===== config.mk =====
export PLATFORM = sky130hd
export DESIGN_NAME = guess_game_core
export DESIGN_NICKNAME = d
export VERILOG_FILES = /design/src/rtl/guess_game_core_pkg.sv /design/src/rtl/guess_game_core_seg_scanner.sv /design/src/rtl/guess_game_core.sv
export SDC_FILE = /design/constraint.sdc
export NUM_CORES = 1
export LEC_CHECK = 0
export BUFFER_PORTS_ARGS = -buffer_cell sky130_fd_sc_hd__buf_2
export CAP_MARGIN = 20
export CORE_MARGIN = 2
export CORE_UTILIZATION = 45
export CTS_BUF_LIST = sky130_fd_sc_hd__clkbuf_4
export DETAILED_ROUTE_END_ITERATION = 8
export PLACE_DENSITY = 0.61
export SYNTH_ARGS = -nofsm -noshare
export SYNTH_HDL_FRONTEND = slang
export SYNTH_HIERARCHICAL = 1
export SYNTH_SLANG_ARGS = --single-unit

===== constraint.sdc =====
create_clock -name clock -period 3.5 [get_ports clock]
set_clock_uncertainty 0.2 [all_clocks]
set_input_delay 0.35 -clock clock [delete_from_list [all_inputs] [get_ports clock]]
set_output_delay 0.35 -clock clock [all_outputs]
set_load 0.05 [all_outputs]

===== src/rtl/guess_game_core_pkg.sv =====
// Shared types and constants for the guessing game: FSM states, result codes
// and the active-low seven-segment patterns used by the display path.
package guess_game_core_pkg;

  typedef enum logic [2:0] {
    ST_SET    = 3'd0,
    ST_GUESS  = 3'd1,
    ST_RESULT = 3'd2,
    ST_WIN    = 3'd3,
    ST_LOSE   = 3'd4
  } state_t;

  localparam logic [1:0] RES_NONE = 2'd0;
  localparam logic [1:0] RES_WIN  = 2'd1;
  localparam logic [1:0] RES_LOW  = 2'd2;
  localparam logic [1:0] RES_HIGH = 2'd3;

  // Hex digit patterns, entry 0 in the least significant byte (0=C0 ... F=8E).
  localparam logic [15:0][7:0] SEG_HEX = {
    8'h8E, 8'h86, 8'hA1, 8'hC6, 8'h83, 8'h88, 8'h90, 8'h80,
    8'hF8, 8'h82, 8'h92, 8'h99, 8'hB0, 8'hA4, 8'hF9, 8'hC0
  };

  localparam logic [7:0] SEG_BLANK = 8'hFF;
  localparam logic [7:0] SEG_L     = 8'hC7;
  localparam logic [7:0] SEG_O     = 8'hC0;
  localparam logic [7:0] SEG_H     = 8'h89;
  localparam logic [7:0] SEG_I     = 8'hCF;

  function automatic logic [7:0] hex_seg(input logic [3:0] value);
    return SEG_HEX[value];
  endfunction

endpackage


===== src/rtl/guess_game_core_seg_scanner.sv =====
// Time-multiplexed display scanner: enables one digit at a time for SCAN_DIV
// clocks and drives the segment pattern belonging to that digit.
module seg_scanner #(
  parameter int NUM_DIGITS = 4,
  parameter int SCAN_DIV   = 25000
) (
  input  logic                       clock,
  input  logic                       reset_n,
  input  logic [NUM_DIGITS-1:0][7:0] patterns,
  output logic [NUM_DIGITS-1:0]      anodes,
  output logic [7:0]                 cathods
);
  import guess_game_core_pkg::*;

  localparam int CNT_W = $clog2(SCAN_DIV);
  localparam int IDX_W = (NUM_DIGITS > 1) ? $clog2(NUM_DIGITS) : 1;

  logic [CNT_W-1:0] count_reg;
  logic [IDX_W-1:0] idx_reg;

  // Slot counter, digit index and registered anode/cathode drive.
  always_ff @(posedge clock or negedge reset_n) begin
    if (!reset_n) begin
      count_reg <= '0;
      idx_reg   <= '0;
      anodes    <= '1;
      cathods   <= SEG_BLANK;
    end else begin
      anodes  <= ~(NUM_DIGITS'(1) << idx_reg);
      cathods <= patterns[idx_reg];
      if (count_reg == CNT_W'(SCAN_DIV - 1)) begin
        count_reg <= '0;
        idx_reg   <= (idx_reg == IDX_W'(NUM_DIGITS - 1)) ? '0 : idx_reg + IDX_W'(1);
      end else begin
        count_reg <= count_reg + CNT_W'(1);
      end
    end
  end

endmodule


===== src/rtl/guess_game_core.sv =====
// Two-player number guessing game: P1 sets a secret, P2 guesses with
// low/high feedback, limited guess count, and a multiplexed 7-seg display.
module guess_game_core #(
  parameter int NUM_DIGITS  = 4,
  parameter int DIGIT_W     = 4,
  parameter int MAX_GUESSES = 15,
  parameter int SCAN_DIV    = 25000
) (
  input  logic                  clock,
  input  logic                  reset_n,
  input  logic [DIGIT_W-1:0]    value_in,
  input  logic [NUM_DIGITS-1:0] digit_wr,
  input  logic                  player_sel,
  input  logic                  submit,
  output logic [1:0]            result,
  output logic [7:0]            guess_count,
  output logic                  win,
  output logic                  lose,
  output logic [NUM_DIGITS-1:0] anodes,
  output logic [7:0]            cathods
);
  import guess_game_core_pkg::*;

  typedef logic [NUM_DIGITS-1:0][DIGIT_W-1:0] digits_t;

  // Sampled inputs and their one-clock-old copies for edge detection.
  logic                  submit_s, submit_p;
  logic                  sel_s, sel_p;
  logic [NUM_DIGITS-1:0] wr_s, wr_p;
  logic [DIGIT_W-1:0]    value_s;

  state_t     state_reg, state_next;
  digits_t    entry_reg, entry_next;
  digits_t    secret_reg, secret_next;
  logic [1:0] result_reg, result_next;
  logic [7:0] count_reg, count_next;
  logic [7:0] count_inc;

  logic submit_rise, sel_rise, sel_fall, wr_rise, wr_single, write_ok;

  // Input sampling; every edge is evaluated on the registered copies.
  always_ff @(posedge clock or negedge reset_n) begin
    if (!reset_n) begin
      submit_s <= 1'b0;
      submit_p <= 1'b0;
      sel_s    <= 1'b0;
      sel_p    <= 1'b0;
      wr_s     <= '0;
      wr_p     <= '0;
      value_s  <= '0;
    end else begin
      submit_s <= submit;
      submit_p <= submit_s;
      sel_s    <= player_sel;
      sel_p    <= sel_s;
      wr_s     <= digit_wr;
      wr_p     <= wr_s;
      value_s  <= value_in;
    end
  end

  assign submit_rise = submit_s & ~submit_p;
  assign sel_rise    = sel_s & ~sel_p;
  assign sel_fall    = ~sel_s & sel_p;
  assign wr_rise     = |(wr_s & ~wr_p);
  // Exactly one button held: nonzero and a power of two.
  assign wr_single   = (wr_s != '0) && ((wr_s & (wr_s - NUM_DIGITS'(1))) == '0);
  // A submit edge in the same cycle always swallows the digit write.
  assign write_ok    = wr_rise & wr_single & ~submit_rise;
  assign count_inc   = (count_reg == 8'hFF) ? 8'hFF : count_reg + 8'd1;

  // Game state registers.
  always_ff @(posedge clock or negedge reset_n) begin
    if (!reset_n) begin
      state_reg  <= ST_SET;
      entry_reg  <= '0;
      secret_reg <= '0;
      result_reg <= RES_NONE;
      count_reg  <= '0;
    end else begin
      state_reg  <= state_next;
      entry_reg  <= entry_next;
      secret_reg <= secret_next;
      result_reg <= result_next;
      count_reg  <= count_next;
    end
  end

  // Next-state logic; a player_sel fall outranks submit in every playing state.
  always_comb begin
    state_next  = state_reg;
    entry_next  = entry_reg;
    secret_next = secret_reg;
    result_next = result_reg;
    count_next  = count_reg;
    case (state_reg)
      ST_SET: begin
        if (sel_rise) begin
          secret_next = entry_reg;
          entry_next  = '0;
          count_next  = '0;
          state_next  = ST_GUESS;
        end else if (write_ok) begin
          for (int i = 0; i < NUM_DIGITS; i++) begin
            if (wr_s[i]) entry_next[i] = value_s;
          end
        end
      end
      ST_GUESS: begin
        if (sel_fall) begin
          entry_next  = '0;
          result_next = RES_NONE;
          count_next  = '0;
          state_next  = ST_SET;
        end else if (submit_rise) begin
          count_next = count_inc;
          if (entry_reg == secret_reg) begin
            result_next = RES_WIN;
            state_next  = ST_WIN;
          end else if (count_inc == 8'(MAX_GUESSES)) begin
            state_next  = ST_LOSE;
          end else begin
            result_next = (entry_reg < secret_reg) ? RES_LOW : RES_HIGH;
            state_next  = ST_RESULT;
          end
        end else if (write_ok) begin
          for (int i = 0; i < NUM_DIGITS; i++) begin
            if (wr_s[i]) entry_next[i] = value_s;
          end
        end
      end
      ST_RESULT, ST_WIN, ST_LOSE: begin
        if (sel_fall) begin
          entry_next  = '0;
          result_next = RES_NONE;
          count_next  = '0;
          state_next  = ST_SET;
        end else if (submit_rise && state_reg == ST_RESULT) begin
          result_next = RES_NONE;
          state_next  = ST_GUESS;
        end
      end
      default: state_next = ST_SET;
    endcase
  end

  assign result      = result_reg;
  assign guess_count = count_reg;
  assign win         = (state_reg == ST_WIN);
  assign lose        = (state_reg == ST_LOSE);

  // Per-digit segment pattern selected by the game state.
  logic [NUM_DIGITS-1:0][7:0] patterns;

  for (genvar gi = 0; gi < NUM_DIGITS; gi++) begin : g_digit
    logic [3:0] entry_hex, secret_hex, count_hex;
    logic [7:0] result_seg;

    assign entry_hex  = 4'(entry_reg[gi]);
    assign secret_hex = 4'(secret_reg[gi]);

    if (gi < 2) begin : g_cnt
      assign count_hex = count_reg[gi*4 +: 4];
    end else begin : g_cnt_zero
      assign count_hex = 4'd0;
    end

    if (gi == 0) begin : g_res_right
      assign result_seg = (result_reg == RES_LOW) ? SEG_O : SEG_I;
    end else if (gi == 1) begin : g_res_left
      assign result_seg = (result_reg == RES_LOW) ? SEG_L : SEG_H;
    end else begin : g_res_blank
      assign result_seg = SEG_BLANK;
    end

    assign patterns[gi] = (state_reg == ST_RESULT) ? result_seg :
                          (state_reg == ST_WIN)    ? hex_seg(count_hex) :
                          (state_reg == ST_LOSE)   ? hex_seg(secret_hex) :
                                                     hex_seg(entry_hex);
  end

  seg_scanner #(
    .NUM_DIGITS(NUM_DIGITS),
    .SCAN_DIV  (SCAN_DIV)
  ) u_scanner (
    .clock   (clock),
    .reset_n (reset_n),
    .patterns(patterns),
    .anodes  (anodes),
    .cathods (cathods)
  );

endmodule


Word level (Yosys, flattened, before mapping)
Memory sizes are Yosys's and may differ from the RTL's.
Index checks and enable logic that the tools add are counted.
- ROM bits: 1280
- memories kept: 10
- logic and storage cells: 152
- bits of input ports: 12
- output and inout bits: 24
- register bits after elaboration: 90
- memory list (name ; words ; bits a word ; rd ports ; clocked after memory_dff ; wr ports ; line ; text):
    (no name shown) ; 16 ; 8 ; 1 ; 0 ; 0 ; guess_game_core_pkg.sv:31 ; return SEG_HEX[value];
    (no name shown) ; 16 ; 8 ; 1 ; 0 ; 0 ; guess_game_core_pkg.sv:31 ;
    (no name shown) ; 16 ; 8 ; 1 ; 0 ; 0 ; guess_game_core_pkg.sv:31 ;
    (no name shown) ; 16 ; 8 ; 1 ; 0 ; 0 ; guess_game_core_pkg.sv:31 ;
    (no name shown) ; 16 ; 8 ; 1 ; 0 ; 0 ; guess_game_core_pkg.sv:31 ;
    (no name shown) ; 16 ; 8 ; 1 ; 0 ; 0 ; guess_game_core_pkg.sv:31 ;
    4 more memories ; - ; - ; - ; - ; - ; - ;
- shifts and indexed selects: 1
- mux-type cells: 60
- bitwise logic cells: 13
- order comparisons: 12
- reductions and logical operators: 14
- $add $sub $neg: 4
- equality and inequality tests: 16
- operator list (cell ; number):
    two-way mux 8 bit ; 28
    two-way mux 16 bit ; 5
    < comparator 4 x 5 -> 1 bit, second input constant ; 10
    one-hot mux 16 bit (3 select lines) ; 1
    one-hot mux 8 bit (3 select lines) ; 1
    two-way mux 3 bit ; 7
    two-way mux 4 bit ; 5
    binary-select mux 8 bit (select 2 bit) ; 1
    equality test 16 bit ; 1
    < comparator 16 bit ; 1
    adder 15 x 1 -> 15 bit, second input constant ; 1
    equality test 15 bit, second input constant ; 1
    two-way mux 15 bit ; 1
    two-way mux 2 bit ; 7
    != test 3 bit, second input constant ; 3
    one-hot mux 3 bit (3 select lines) ; 1
    adder 8 x 1 -> 8 bit, second input constant ; 1
    AND 4 bit ; 2
    equality test 8 x 4 -> 1 bit, second input constant ; 1
    equality test 8 bit, second input constant ; 1
    inverter 4 bit ; 2
    AND reduction 4 bit ; 2
    two-way mux 7 bit ; 1
    equality test 3 x 2 -> 1 bit, second input constant ; 2
    other kinds (23) ; 34

Longest topological paths before layout
Gate-level depths: netlist of the first run.
- depth after elaboration: 10
- gate-level depth with buffers: 9
- mapped depth without buffers: 8

By module
The synthesis of the first run kept the hierarchy.
- by module, submodules not included (module ; area an instance (um2) ; cells an instance ; times used):
    guess_game_core ; 6015.8 ; 747 ; 1
    seg_scanner ; 1355.0 ; 101 ; 1

Worst setup path before layout of the first run
No wires, ideal clock.
- path type: register -> register
- start point: register count_reg[0], in the netlist guess_count[0]
- end point: register u_scanner.cathods[3]
- buffers on the path: 0
- setup slack: 0.649 ns
- setup time: 0.094 ns
- stages on the path, launching flop included: 9
- arrival: 2.558 ns
- required time: 3.206 ns
- clock period less this slack: 2.851 ns
- path through: dfrtp_1 -> inv_1 -> ha_1 -> inv_1 -> mux4_2 -> nand2_1 -> o21ai_0 -> a221o_1 -> mux4_2
- RTL lines (element ; line ; text):
    start: declaration ; guess_game_core.sv:36 ; logic [7:0] count_reg, count_next;
    start signal: assignment ; guess_game_core.sv:85 ; count_reg <= count_next;
    end signal: assignment ; guess_game_core_seg_scanner.sv:30 ; cathods <= patterns[idx_reg];
    end: declaration ; guess_game_core_seg_scanner.sv:11 ; output logic [7:0] cathods

Worst setup path in the final report of the first run
- start point: register state_reg[1]
- end point: output port lose
- longest elaborated chain between the ends: 1
- RTL lines (element ; line ; text):
    start: declaration ; guess_game_core.sv:32 ; state_t state_reg, state_next;
    start signal: assignment ; guess_game_core.sv:81 ; state_reg <= state_next;
    equality test 3 bit ; guess_game_core.sv:150 ; assign lose = (state_reg == ST_LOSE);
    end: declaration ; guess_game_core.sv:18 ; output logic lose,
Every way passes these cells.

==> impl_metrics.prom, run 1 <==
# TYPE chip_impl_metric gauge
chip_impl_info{name="outcome",value="finished, final reports clean"} 1
chip_impl_metric{name="synthArstFlopShare",unit=""} 1.00
chip_impl_metric{name="post_route_cells_drive_above_1_share",unit=""} 0.129
chip_impl_metric{name="grt_overflow_total",unit=""} 0
chip_impl_metric{name="die_h",unit="um"} 132
chip_impl_metric{name="worst_path_arrival_time",unit="ns"} 2.36
chip_impl_info{name="grt_setup_unrepaired",value="false"} 1
chip_impl_metric{name="floorplan.die.width",unit="um"} 132
chip_impl_info{name="startpoint_type",value="register"} 1
chip_impl_metric{name="p_leak",unit="uW"} 0.00338
chip_impl_info{name="tritoncts_clock_tree",value="done"} 1
chip_impl_metric{name="cts_resized",unit=""} 0
chip_impl_metric{name="setup-tns-final",unit="ns"} 0
chip_impl_metric{name="setup_ws",unit="ns"} 0.589
chip_impl_metric{name="clock_sink_count",unit=""} 90
chip_impl_metric{name="syn_inst",unit=""} 848
chip_impl_metric{name="post_synth.cell_area_avg",unit="um2"} 8.69
chip_impl_metric{name="initial_core_util",unit=""} 0.462
chip_impl_info{name="dominantRegCellSynth",value="dfrtp_1"} 1
chip_impl_metric{name="syn_to_final_growth",unit="%"} 8.79
chip_impl_metric{name="final_routed_drc_violation_total",unit=""} 0
chip_impl_metric{name="critical_path_maximum_fanout",unit=""} 17
chip_impl_metric{name="io_buffer_count",unit=""} 35
chip_impl_info{name="critPathKind",value="register to primary output"} 1
chip_impl_metric{name="ys_ff_latch",unit=""} 90
chip_impl_metric{name="globalplace.congestion",unit=""} 0.940
chip_impl_metric{name="stdcell_count",unit=""} 1090
chip_impl_metric{name="synth.yosys.seq_area_share",unit=""} 0.308
chip_impl_metric{name="p_per_area",unit="nW/um2"} 526
chip_impl_metric{name="fmax",unit="GHz"} 0.344
chip_impl_metric{name="routed_via_density",unit=""} 5.88
chip_impl_metric{name="max-slew-margin-rel",unit=""} 0.353
chip_impl_metric{name="setup-violations-final",unit=""} 0
chip_impl_metric{name="synth_warnings",unit=""} 6
chip_impl_metric{name="period_needed",unit="ns"} 2.91
chip_impl_metric{name="grtUsageTotal",unit=""} 0.233
chip_impl_metric{name="dpl.hpwl",unit="um"} 14700
chip_impl_info{name="clk_root_buffer_cell",value="clkbuf_4"} 1
chip_impl_metric{name="timing_worst_slew_pin_value",unit="ns"} 0.968
chip_impl_metric{name="ios",unit=""} 36
chip_impl_metric{name="avg_wl_per_cell",unit="um"} 18.2
chip_impl_metric{name="grt_pass1_wl",unit="um"} 32700
chip_impl_metric{name="synth_area",unit="um2"} 7370
chip_impl_metric{name="synth_enable_flop_cells",unit=""} 0
chip_impl_metric{name="cts-root-to-sink-buffers",unit=""} 2
chip_impl_metric{name="place_worst_setup_slack",unit="ns"} 0.789
chip_impl_metric{name="num-nets-final",unit=""} 953
chip_impl_metric{name="max_cap_viol_count",unit=""} 0
chip_impl_metric{name="worstSkewPairLatency",unit="ns"} 0.48
chip_impl_metric{name="antenna_found_initial",unit=""} 1
chip_impl_metric{name="finish.utilization",unit=""} 0.503
chip_impl_metric{name="routed_wire_length",unit="um"} 19900
chip_impl_metric{name="cts-buffers-inserted",unit=""} 9
chip_impl_metric{name="ctsHtreeMaxLevel",unit=""} 3
chip_impl_metric{name="count_of_antenna_violating_nets_left_after_detailed_routing",unit=""} 0
chip_impl_info{name="critical_path.endpoint_type",value="primary output"} 1
chip_impl_metric{name="first_global_vias",unit=""} 6080
chip_impl_metric{name="cts.repair_timing.setup_buffer_count",unit=""} 0
chip_impl_metric{name="final-hold-violation-count",unit=""} 0
chip_impl_metric{name="netlist-cell-type-count",unit=""} 79
chip_impl_metric{name="fp-row-count",unit=""} 46
chip_impl_metric{name="postCtsHoldBufs",unit=""} 11
chip_impl_metric{name="dieArea",unit="um2"} 17400
chip_impl_metric{name="firstDrtPassIters",unit=""} 5
chip_impl_metric{name="ir_drop",unit="mV"} 0.211
chip_impl_info{name="hold_path_class",value="input pin to asynchronous set/reset pin"} 1
chip_impl_metric{name="clk_pin_slew_worst_paths",unit="ns"} 0.16
chip_impl_metric{name="critPathRequiredTime",unit="ns"} 2.95
chip_impl_metric{name="timing_max_transition_violations_final",unit=""} 0
chip_impl_metric{name="maximum_number_of_pins_on_one_net_before_global_route_repair",unit=""} 79
chip_impl_metric{name="post-layout-total-power",unit="uW"} 4220
chip_impl_metric{name="via_count",unit=""} 6411
chip_impl_metric{name="core_region_area",unit="um2"} 15900
chip_impl_metric{name="place_inst",unit=""} 1061
chip_impl_metric{name="dr.first_iter.drc_count",unit=""} 405
chip_impl_metric{name="finalCritPeriodShare",unit=""} 0.832
cells in the mapped netlist (7+ instances only):
library cell   n  area, um2
a21oi_1       60        300
a31oi_1       11       68.8
and3_1         8       50.1
buf_2          7       35.0
clkbuf_1      43        161
dfrtp_1       78       1950
dfstp_2       12        315
ha_1          73        913
inv_1         50        188
mux2i_1       35        350
mux4_2        14        315
nand2_1       96        360
nand2b_1      20        125
nand3_1       23        115
nand4_1       10       62.6
nor2_1        52        195
nor2b_1        8       50.1
nor3_1        11       55.1
nor3b_1        9       67.6
o211ai_1       8       60.1
o21a_1         7       52.6
o21ai_0       38        190
o21ai_1       25        125
o22ai_1       16        100
xnor2_1       10       87.6
path summary, 6_finish.rpt:
check | start | end | slack [ns] | cells after the start
min reg2reg | submit_s | submit_p | 0.24 | 0
max | state_reg[1] | lose | 0.59 | 4
min in group clock | submit_s | submit_p | 0.24 | 0
max reg2reg | state_reg[2] | u_scanner/cathods[2] | 0.68 | 6
min | reset_n | guess_count[0] | 0.13 | 2
max in group asynchronous | reset_n | g_digit[3].secret_hex[2] | 2.18 | 4
power by group:
part	total [uW]	switching, uW	leakage (uW)	internal, uW
Sequential	1420	235	0.00115	1180
Combinational	2090	1340	0.00213	756
Clock	706	409	0.0000920	297
stage by stage:
step	instance area (um2)	hold slack, ns
4_1_cts	7990	0.242
6_report	8020	0.129
3_3_place_gp	7710	0.206
2_1_floorplan	7380	-0.146
3_5_place_dp	7710	0.210
5_1_grt	8020	0.146
cell type report:
type	instances	area (um2)
clock inverters	7	103
flip-flops and latches	90	2270
well taps	216	270
diodes	1	2.50
fillers	1540	7920
inverters	53	199
clock buffers	9	67.6
repair buffers	60	413
multi-input cells	654	4700
critical path, stage by stage, from the launching register on:
cell and delay [ns]:
dfrtp_1 0.59, nor2_1 0.38, nand2_1 0.36, inv_2 0.23, buf_2 0.31
routing by layer:
metal,vias to the layer above,share of wire,track usage
met5,-,0,0
met4,0,0.015,0.0622
li1,3110,-,-
met3,21,0.051,0.0323
met2,194,0.47,0.376
met1,3086,0.47,0.329
layout by cell type, fill, tap and decap left out, drive strengths merged, types with 12 or more instances in the layout:
cell	n
buf	49
o22ai	16
dfrtp	78
mux4	14
nor2	53
inv	53
nand2	96
mux2i	35
o21ai	63
dfstp	12
ha	73
a21oi	60
nand2b	20
nand3	23
logic make-up (layout without fill, tap and decap cells):
logic type,count (synthesis),count (layout),share of synthesized area
flip-flops,90,90,0.308
AND/OR/NAND/NOR,262,262,0.177
adder cells (fa/ha/maj),74,74,0.125
multiplexers,59,59,0.106
XOR/XNOR,14,14,0.0166
AO/OA/AOI/OAI,241,241,0.211
buffers and inverters,107,129,0.0567
other,1,5,0.000509
Power figures use the tool's default switching activity.
==> run 2: changes to the inputs <==
--- a/config.mk
+++ b/config.mk
@@ -11,7 +11,7 @@
 export CORE_UTILIZATION = 45
 export CTS_BUF_LIST = sky130_fd_sc_hd__clkbuf_4
 export DETAILED_ROUTE_END_ITERATION = 8
-export PLACE_DENSITY = 0.61
+export PLACE_DENSITY = 0.63
 export SYNTH_ARGS = -nofsm -noshare
 export SYNTH_HDL_FRONTEND = slang
 export SYNTH_HIERARCHICAL = 1
==> constraint.sdc (replaced) <==
create_clock -name clock -period 2.67 [get_ports clock]
set_clock_uncertainty 0.2 [all_clocks]
set_input_delay 0.267 -clock clock [delete_from_list [all_inputs] [get_ports clock]]
set_output_delay 0.267 -clock clock [all_outputs]
set_load 0.05 [all_outputs]
==> impl_metrics.prom, run 2 (synthesis results as in run 1) <==
# TYPE chip_impl_metric gauge
chip_impl_info{name="outcome",value="finished, final reports clean"} 1
chip_impl_metric{name="grt_overflow_total",unit=""} 0
chip_impl_metric{name="num-nets-final",unit=""} 1002
chip_impl_metric{name="setup_ws",unit="ns"} 0.0936
chip_impl_metric{name="max-slew-margin-rel",unit=""} 0.582
chip_impl_metric{name="p_per_area",unit="nW/um2"} 681
chip_impl_info{name="critical_path.endpoint_type",value="register"} 1
chip_impl_info{name="critical_path.reg2reg.startpoint",value="g_digit[0].entry_hex[0]"} 1
chip_impl_info{name="layout.cells.most_common",value="nand2_1"} 1
chip_impl_metric{name="cts.repair_timing.setup_buffer_count",unit=""} 0
chip_impl_metric{name="ios",unit=""} 36
chip_impl_metric{name="ir_drop",unit="mV"} 0.388
chip_impl_metric{name="cts-root-to-sink-buffers",unit=""} 2
chip_impl_metric{name="fmax",unit="GHz"} 0.388
chip_impl_metric{name="die_h",unit="um"} 132
chip_impl_metric{name="fp-row-count",unit=""} 46
chip_impl_metric{name="period_needed",unit="ns"} 2.58
chip_impl_metric{name="grt_pass1_wl",unit="um"} 31700
chip_impl_metric{name="timing.reg2reg.setup_slack",unit="ns"} 0.09
chip_impl_metric{name="critical_path_maximum_fanout",unit=""} 6
chip_impl_metric{name="post_route_cells_drive_above_1_share",unit=""} 0.183
chip_impl_metric{name="io_buffer_count",unit=""} 35
chip_impl_metric{name="routed_via_density",unit=""} 5.73
chip_impl_metric{name="worst_path_arrival_time",unit="ns"} 2.78
chip_impl_info{name="startpoint_type",value="register"} 1
chip_impl_info{name="timing.rr.end",value="u_scanner/cathods[3]"} 1
chip_impl_metric{name="via_count",unit=""} 6519
chip_impl_metric{name="setup-tns-final",unit="ns"} 0
chip_impl_metric{name="worstSkewPairLatency",unit="ns"} 0.47
chip_impl_metric{name="setup-violations-final",unit=""} 0
chip_impl_metric{name="place_worst_setup_slack",unit="ns"} 0.128
chip_impl_metric{name="timing_max_transition_violations_final",unit=""} 0
chip_impl_info{name="hold_path_class",value="input pin to asynchronous set/reset pin"} 1
chip_impl_metric{name="worst_r2r_path_depth",unit=""} 7
chip_impl_metric{name="floorplan.die.width",unit="um"} 132
chip_impl_info{name="cp-startpoint",value="g_digit[0].entry_hex[0]"} 1
chip_impl_info{name="grt_setup_unrepaired",value="false"} 1
chip_impl_metric{name="initial_core_util",unit=""} 0.462
chip_impl_metric{name="avg_wl_per_cell",unit="um"} 16.9
chip_impl_metric{name="antenna_cells_inserted",unit=""} 0
chip_impl_metric{name="dr.first_iter.drc_count",unit=""} 472
chip_impl_info{name="tritoncts_clock_tree",value="done"} 1
chip_impl_info{name="clk_root_buffer_cell",value="clkbuf_4"} 1
chip_impl_metric{name="antenna_found_initial",unit=""} 0
chip_impl_metric{name="grtUsageTotal",unit=""} 0.224
chip_impl_metric{name="routed_wire_length",unit="um"} 19300
chip_impl_metric{name="critPathRequiredTime",unit="ns"} 2.88
chip_impl_metric{name="maximum_number_of_pins_on_one_net_before_global_route_repair",unit=""} 44
chip_impl_metric{name="final-hold-violation-count",unit=""} 0
chip_impl_metric{name="timing_worst_slew_pin_value",unit="ns"} 0.626
chip_impl_metric{name="clk_pin_slew_worst_paths",unit="ns"} 0.17
chip_impl_metric{name="stdcell_count",unit=""} 1138
chip_impl_metric{name="final_cell_area",unit="um2"} 8380
chip_impl_metric{name="finalCritPeriodShare",unit=""} 0.965
chip_impl_metric{name="place_inst",unit=""} 1111
chip_impl_metric{name="first_global_vias",unit=""} 5993
chip_impl_metric{name="syn_to_final_growth",unit="%"} 13.6
chip_impl_metric{name="firstDrtPassIters",unit=""} 5
chip_impl_metric{name="final_routed_drc_violation_total",unit=""} 0
chip_impl_metric{name="layout.filler_cells",unit=""} 1493
chip_impl_metric{name="count_of_antenna_violating_nets_left_after_detailed_routing",unit=""} 0
chip_impl_metric{name="dieArea",unit="um2"} 17400
chip_impl_metric{name="cts-buffers-inserted",unit=""} 9
chip_impl_metric{name="clock_sink_count",unit=""} 90
chip_impl_metric{name="globalplace.congestion",unit=""} 0.901
chip_impl_metric{name="p_leak",unit="uW"} 0.00361
chip_impl_info{name="highest_count_cells_in_the_layout_ignoring_fill_and_taps",value="96 x nand2_1, 72 x ha_1, 72 x dfrtp_1, 63 x buf_4, 60 x a21oi_1"} 1
chip_impl_info{name="critPathKind",value="register to register"} 1
chip_impl_metric{name="dpl.hpwl",unit="um"} 14700
chip_impl_metric{name="post-layout-total-power",unit="uW"} 5700
chip_impl_metric{name="ctsHtreeMaxLevel",unit=""} 3
chip_impl_metric{name="max_cap_viol_count",unit=""} 0
chip_impl_metric{name="core_region_area",unit="um2"} 15900
chip_impl_metric{name="placed_instance_area",unit="um2"} 8100
==> run 2: worst max-delay path by stage <==
stage	end	slack, ns	cells after the start
final	u_scanner/cathods[3]	0.09	7
after global routing	u_scanner/cathods[3]	0.01	7
after detailed placement	u_scanner/cathods[3]	0.13	8
after CTS	u_scanner/cathods[3]	0.1	8
after global placement	u_scanner/cathods[3]	0.15	8
after floorplan	u_scanner/cathods[3]	0.02	9
==> run 2: critical path, cell delays in order (launching register included) <==
cell,delay [ns]
dfrtp_1,0.49
inv_1,0.14
ha_1,0.34
a21oi_1,0.07
o21ai_1,0.29
o21ai_0,0.16
a221o_1,0.38
mux4_2,0.45
==> run 2: layout make-up <==
| cell class | count | area, um2 | share of cell area |
|---|---|---|---|
| clock buffer | 10 | 75.1 | 0.00896 |
| tap | 216 | 270 | 0.0323 |
| sequential | 90 | 2270 | 0.272 |
| multi-input combinational | 654 | 4710 | 0.562 |
| clock inverter | 6 | 75.1 | 0.00896 |
| inverter | 53 | 199 | 0.0237 |
| timing repair buffer | 109 | 773 | 0.0923 |
==> run 2: metal layers <==
layer,wire length (um),GRT usage,up-vias
li1,-,-,3205
met3,992,0.0319,29
met2,8530,0.343,200
met4,440,0.0646,0
met1,9290,0.330,3085
met5,0,0,-
==> run 2: power breakdown <==
group          internal [uW]  switching [uW]  total, uW
combinational           1220            1910       3130
clock                    310             537        846
sequential              1560             170       1730
==> run 2: through the flow <==
step,util,hold slack (ns)
floorplan,-,-0.229
global placement,0.508,0.0398
detailed placement,0.508,0.0439
CTS,0.524,0.0391
global route,0.525,0.0578
finish,0.525,0.0404
==> run 2: repair_timing <==
action                                  CTS  global route
resized for setup                         0             3
endpoints found under the setup margin    0             2
hold buffers                             11             0
hold endpoints to repair                 95             0
